**src/rtl/fifo_req_pkg.sv**
```systemverilog
// Shared request-word layout and FSM encodings for the depth-1 request FIFO
// writer and the fifo_req_issuer consumer.
package fifo_req_pkg;

   localparam int REQ_WIDTH    = 41;
   localparam int REQ_WE_BIT   = 40;
   localparam int REQ_ADDR_MSB = 39;
   localparam int REQ_ADDR_LSB = 32;
   localparam int REQ_DATA_MSB = 31;
   localparam int REQ_DATA_LSB = 0;

   typedef enum logic [1:0] {
      ST_IDLE  = 2'd0,
      ST_ISSUE = 2'd1,
      ST_DONE  = 2'd2
   } req_state_e;

   typedef struct packed {
      logic        we;
      logic [7:0]  addr;
      logic [31:0] wdata;
   } req_word_t;

   function automatic req_word_t decode_req(input logic [REQ_WIDTH-1:0] word);
      req_word_t r;
      r.we    = word[REQ_WE_BIT];
      r.addr  = word[REQ_ADDR_MSB:REQ_ADDR_LSB];
      r.wdata = word[REQ_DATA_MSB:REQ_DATA_LSB];
      return r;
   endfunction

endpackage

```
**src/rtl/req_timeout_ctr.sv**
```systemverilog
// Bus-request watchdog: counts cycles while enabled and flags the last
// allowed cycle (count == LIMIT-1). The owner leaves the guarded state on
// that flag, so the count never runs past LIMIT.
module req_timeout_ctr #(
   parameter int unsigned LIMIT = 255
) (
   input  logic clk,
   input  logic rst,
   input  logic clear,
   input  logic enable,
   output logic expired
);

   localparam int unsigned W = $clog2(LIMIT + 1);
   localparam logic [W-1:0] TERM = W'(LIMIT - 1);

   logic [W-1:0] cnt_q, cnt_d;

   // clear has priority so a fresh transaction always starts from zero
   always_comb begin
      cnt_d = cnt_q;
      if (clear)
         cnt_d = '0;
      else if (enable)
         cnt_d = cnt_q + 1'b1;
   end

   // count register
   always_ff @(posedge clk) begin
      if (rst)
         cnt_q <= '0;
      else
         cnt_q <= cnt_d;
   end

   assign expired = enable && (cnt_q == TERM);

endmodule

```
**src/rtl/fifo_req_issuer.sv**
```systemverilog
// Pops request words from the depth-1 request FIFO and runs each one as a
// req/ack transaction on the 8-bit-address peripheral bus, with a watchdog
// abort so a dead peripheral cannot stall the request path.
// Optional statistics counters: define FIFO_REQ_ISSUER_STATS_EN.
//
// state    | meaning
// ---------+-------------------------------------------------------------
// ST_IDLE  | waiting for a word; pops and latches bus fields when non-empty
// ST_ISSUE | bus_req high, fields stable, watchdog counting
// ST_DONE  | one-cycle bus turnaround, bus_req low, watchdog cleared
module fifo_req_issuer
   import fifo_req_pkg::*;
#(
   parameter int unsigned TIMEOUT_CYCLES = 255,
   parameter logic [31:0] TIMEOUT_RDATA  = 32'hFFFF_FFFF
) (
   input  logic                 clk,
   input  logic                 rst,
   input  logic [REQ_WIDTH-1:0] fifo_data,
   input  logic                 fifo_empty,
   output logic                 fifo_read_enable,
   output logic                 bus_req,
   output logic                 bus_we,
   output logic [7:0]           bus_addr,
   output logic [31:0]          bus_wdata,
   input  logic                 bus_ack,
   input  logic [31:0]          bus_rdata,
   output logic [31:0]          rd_data,
   output logic                 rd_valid,
   output logic                 busy,
   output logic                 timeout_err
`ifdef FIFO_REQ_ISSUER_STATS_EN
  ,output logic [15:0]          stat_done,
   output logic [15:0]          stat_timeout
`endif
);

   req_state_e  state_q, state_d;
   logic        bus_req_q, bus_req_d;
   logic        bus_we_q, bus_we_d;
   logic [7:0]  bus_addr_q, bus_addr_d;
   logic [31:0] bus_wdata_q, bus_wdata_d;
   logic [31:0] rd_data_q, rd_data_d;
   logic        rd_valid_q, rd_valid_d;
   logic        timeout_err_q, timeout_err_d;
   logic        pop;
   logic        expired;
   req_word_t   req;

   assign req = decode_req(fifo_data);

   req_timeout_ctr #(
      .LIMIT (TIMEOUT_CYCLES)
   ) u_timeout (
      .clk     (clk),
      .rst     (rst),
      .clear   (state_q == ST_DONE),
      .enable  (state_q == ST_ISSUE),
      .expired (expired)
   );

   // next-state and registered-output decode; an ack on the watchdog's last
   // cycle is a normal completion, not an abort
   always_comb begin
      state_d       = state_q;
      bus_req_d     = bus_req_q;
      bus_we_d      = bus_we_q;
      bus_addr_d    = bus_addr_q;
      bus_wdata_d   = bus_wdata_q;
      rd_data_d     = rd_data_q;
      rd_valid_d    = 1'b0;
      timeout_err_d = 1'b0;
      pop           = 1'b0;
      case (state_q)
         ST_IDLE: begin
            if (!fifo_empty) begin
               pop         = 1'b1;
               bus_we_d    = req.we;
               bus_addr_d  = req.addr;
               bus_wdata_d = req.wdata;
               bus_req_d   = 1'b1;
               state_d     = ST_ISSUE;
            end
         end
         ST_ISSUE: begin
            if (bus_ack) begin
               bus_req_d = 1'b0;
               if (!bus_we_q) begin
                  rd_data_d  = bus_rdata;
                  rd_valid_d = 1'b1;
               end
               state_d = ST_DONE;
            end else if (expired) begin
               bus_req_d     = 1'b0;
               timeout_err_d = 1'b1;
               if (!bus_we_q) begin
                  rd_data_d  = TIMEOUT_RDATA;
                  rd_valid_d = 1'b1;
               end
               state_d = ST_DONE;
            end
         end
         ST_DONE: begin
            bus_req_d = 1'b0;
            state_d   = ST_IDLE;
         end
         default: begin
            bus_req_d = 1'b0;
            state_d   = ST_IDLE;
         end
      endcase
   end

   // state and output registers; reset also kills any in-flight transaction
   always_ff @(posedge clk) begin
      if (rst) begin
         state_q       <= ST_IDLE;
         bus_req_q     <= 1'b0;
         bus_we_q      <= 1'b0;
         bus_addr_q    <= '0;
         bus_wdata_q   <= '0;
         rd_data_q     <= '0;
         rd_valid_q    <= 1'b0;
         timeout_err_q <= 1'b0;
      end else begin
         state_q       <= state_d;
         bus_req_q     <= bus_req_d;
         bus_we_q      <= bus_we_d;
         bus_addr_q    <= bus_addr_d;
         bus_wdata_q   <= bus_wdata_d;
         rd_data_q     <= rd_data_d;
         rd_valid_q    <= rd_valid_d;
         timeout_err_q <= timeout_err_d;
      end
   end

   // gated by rst so a pop can never be lost into a reset edge
   assign fifo_read_enable = pop && !rst;
   assign bus_req          = bus_req_q;
   assign bus_we           = bus_we_q;
   assign bus_addr         = bus_addr_q;
   assign bus_wdata        = bus_wdata_q;
   assign rd_data          = rd_data_q;
   assign rd_valid         = rd_valid_q;
   assign timeout_err      = timeout_err_q;
   assign busy             = (state_q != ST_IDLE);

`ifdef FIFO_REQ_ISSUER_STATS_EN
   logic [15:0] stat_done_q, stat_timeout_q;
   logic        done_entry;

   assign done_entry = (state_q == ST_ISSUE) && (state_d == ST_DONE);

   // saturating transaction / abort counters, bumped on the DONE-entry edge
   always_ff @(posedge clk) begin
      if (rst) begin
         stat_done_q    <= '0;
         stat_timeout_q <= '0;
      end else begin
         if (done_entry && (stat_done_q != 16'hFFFF))
            stat_done_q <= stat_done_q + 16'd1;
         if (timeout_err_d && (stat_timeout_q != 16'hFFFF))
            stat_timeout_q <= stat_timeout_q + 16'd1;
      end
   end

   assign stat_done    = stat_done_q;
   assign stat_timeout = stat_timeout_q;
`endif

endmodule

```
**config.mk**
```make
export PLATFORM = sky130hd
export DESIGN_NAME = fifo_req_issuer
export DESIGN_NICKNAME = d
export VERILOG_FILES = /design/src/rtl/fifo_req_pkg.sv /design/src/rtl/req_timeout_ctr.sv /design/src/rtl/fifo_req_issuer.sv
export SDC_FILE = /design/constraint.sdc
export NUM_CORES = 1
export LEC_CHECK = 0
export ABC_AREA = 1
export CAP_MARGIN = 20
export CORE_MARGIN = 2
export CORE_UTILIZATION = 35
export DETAILED_ROUTE_END_ITERATION = 16
export PLACE_DENSITY = 0.68
export SLEW_MARGIN = 30
export SYNTH_ARGS = -nofsm -noshare
export SYNTH_HDL_FRONTEND = slang
export SYNTH_HIERARCHICAL = 1
export SYNTH_SLANG_ARGS = --single-unit
```
**constraint.sdc**
```tcl
create_clock -name clk -period 1.9 [get_ports clk]
set_input_delay 0.38 -clock clk [delete_from_list [all_inputs] [get_ports clk]]
set_output_delay 0.38 -clock clk [all_outputs]
set_load 0.1 [all_outputs]
```
==> results.md <==
* Synth top area cells: dfxtp_1 47%, nor2_1 16%, inv_1 7.8%
* Synth warnings at 6
* Total chip power at 5110 uW
* HPWL Detailed at 6740 um
* Met1 usage at 0.199
* Critical setup path kind: in -> out
* Crit-path slowest cell: clkdlybuf4s50_1
* # setup viols final at 0
* Layout area overhead at 48.2%
* #FFs+latches synth at 85
* CP required at 1520 ps
* Unrepaired setup endpoints after global routing: no
* Hold_sp: bus_wdata[9]$_SDFFE_PP0P_
* Starting Density at 0.357
* Synth Cell Area at 3650 sq um
* Peak VDD IR at 0.552 mV
* Count leader, synth: nor2_1
* CTS buffer count at 9
* Clk Latency, worst-skew pair at 360 ps
* Comb power frac at 0.350
* Worst Tran Pin Value at 670 ps
* Final Core Density at 0.530
* Startpoint class of the critical path: input pin
* Fmax at 0.577 GHz
* Post-synth EDFFs at 0
* Cells after Synth at 528
* Static Leakage at 0.00251 uW
* Top Usage Layer GRT: met2
* Clock buffer depth at 2
* Share of Yosys cell area claimed by the top area cell type at 0.466
* Syn avg cell area at 6.92 sq um
* Setup Fix Bufs, Post-CTS at 0
* Global-route wire length before repair at 15000 um
* Clk_skew at 5.80 ps
* Clock power share at 0.260
* CTS HTree Levels at 3
* CTS tree: built
* Int Pwr at 3080 uW
* R2r endpoint: rd_data[19]$_SDFFE_PP0P_
* Pin count of the biggest net entering global routing at 42
* Final RePlAce weighted congestion at 0.738
* Hold-critical path endpoint: bus_wdata[9]$_SDFFE_PP0P_
* Number of antenna diodes at 0
* Sequential power share at 0.390
* Sink Count at 85
* Initial DRT Pass Iterations at 4
* Synth cell types at 22
* HP Class: reg -> reg
* Register area share after synthesis at 0.466
* Crit path arrival time at 1350 ps
* WHS Path Cells at 2
* Cell Chain, Critical Path: clkdlybuf4s50_1 > nor2_4 > buf_12
* Net Sw Frac at 0.397
* Switching power at 2030 uW
* Area leader, netlist: dfxtp_1
* Reg clk slew, reported paths at 80 ps
* Synth cell count leaders: 156 x nor2_1, 85 x dfxtp_1, 76 x inv_1
* Status: completed
* Met2 global-route usage at 0.264
* Row count at 37
* Core Region at 10200 sq um
* Nets at 753
* Root Driver: clkbuf_8
* Vias/cell at 4.39
* Syn_nets at 607
* Final Cycle Share at 0.912
* Starting DRC count in detailed routing at 132
* Largest stage delay, worst path at 580 ps
* Ports at 155
* Die H at 106 um
* Total die area at 11300 sq um
* Worst setup EP type: primary output
* Fin crit period at 1730 ps
* Initial antenna violation count at 0
* Post-synth top flop: dfxtp_1
* IO Port Bufs at 154
* Wire per inst at 11.5 um
* Ys async rst share at 0
* PD cells at 943 nW/um^2
* Final Hold Vio Count at 0
* Total wire length at 9350 um
* Crit Reg-Reg Startpoint: u_timeout/cnt_q[3]$_SDFFE_PP0P_
* Grt met3 use at 0.0766
* Antenna Nets Post-Route at 0
* Slew HR at 0.553
* Max-cap violations at 0
* # hold bufs at CTS at 0
* Total gr overflow at 0
* Critical Path Fanout Max at 6
* Fraction of layout cells with a size suffix above 1 at 0.190
* Chip width at 106 um
* GRT Util Overall at 0.165
* DRC errors left at 0
* Reg2reg setup slack at 260 ps
* Total negative slack at 0 ps
* Vias in the first global route at 3287
* Vias at 3570
* Reg2Reg Depth at 11
* Final Max Slew Viols at 0
==> worst max-delay path, delay by kind of cell <==
family / cells / cell delay (ps)
AND/OR/NAND/NOR: 1 / 200
buffers and inverters: 2 / 760
==> stage by stage <==
| stage | setup slack [ps] | instance area [sq um] | hold slack [ps] | cells |
|---|---|---|---|---|
| 2_1_floorplan | 54.5 | 3670 | 437 | 528 |
| 3_3_place_gp | 99.5 | 5210 | 451 | 799 |
| 3_5_place_dp | 65.9 | 5210 | 473 | 799 |
| 4_1_cts | 161 | 5410 | 485 | 814 |
| 5_1_grt | 57.7 | 5420 | 520 | 814 |
| 6_report | 168 | 5420 | 488 | 814 |
==> power groups by stage <==
| stage | registers (uW) | logic (uW) | clock network, uW |
|---|---|---|---|
| global route | 2010 | 1890 | 1440 |
| CTS | 1990 | 1800 | 1360 |
| global placement | 2030 | 1790 | 0 |
| finish | 1990 | 1790 | 1330 |
| floorplan | 2930 | 409 | 0 |
| detailed placement | 2030 | 1800 | 0 |
==> layer usage <==
metal | up-vias | share of wire
li1 | 1876 | -
met2 | 132 | 0.45
met3 | 7 | 0.11
met1 | 1555 | 0.43
met5 | - | 0
met4 | 0 | 0.0092
==> worst max-delay path by stage <==
stage                                     from                         end  slack, ps
2_1_floorplan          state_q[0]$_SDFFE_PP0P_    rd_data[11]$_SDFFE_PP0P_         50
3_3_place_gp                        fifo_empty  bus_wdata[15]$_SDFFE_PP0P_        100
3_5_place_dp                        fifo_empty  bus_wdata[14]$_SDFFE_PP0P_         70
4_1_cts                                    rst            fifo_read_enable        160
5_1_grt        u_timeout/cnt_q[3]$_SDFFE_PP0P_    rd_data[31]$_SDFFE_PP0P_         60
6_report                                   rst            fifo_read_enable        170
==> what timing repair did <==
action	CTS	global route
setup endpoints to repair	0	18
hold endpoints to repair	0	0
resized for setup	0	1
==> state kept, by name, summed over array words and instances, names as in the netlist <==
register         count
bus_wdata           32
rd_data             32
bus_addr             8
u_timeout/cnt_q      8
state_q              2
bus_we               1
rd_valid             1
timeout_err          1
==> layout by cell type, fill, tap and decap left out, drive strengths merged <==
master / n
buf: 87
dfxtp: 85
clkdlybuf4s50: 76
nand2: 79
o21ai: 46
nor3: 3
nor2: 159
ha: 2
bufinv: 1
nand3: 37
clkbuf: 12
clkinv: 2
nand4: 1
o22ai: 1
inv: 80
a31oi: 1
nand3b: 1
a21oi: 5
==> logic make-up (layout without fill, tap and decap cells) <==
| logic type | count (synthesis) | after routing | share of synthesized area |
|---|---|---|---|
| and+or+nand+nor | 280 | 280 | 0.328 |
| buffers and inverters | 108 | 258 | 0.127 |
| DFF | 85 | 85 | 0.466 |
| AOI/OAI and AO/OA | 53 | 53 | 0.0733 |
| adders and majority gates | 2 | 2 | 0.00685 |
==> area by class of cell <==
cell class	instances	area (sq um)
fill	986	4810
multi-input combinational	335	1500
clock buffer	12	156
tap	136	170
clock inverter	3	43.8
sequential	85	1710
inverter	80	300
timing repair buffer	163	1540
No activity file was read; power rests on OpenSTA's default activity.
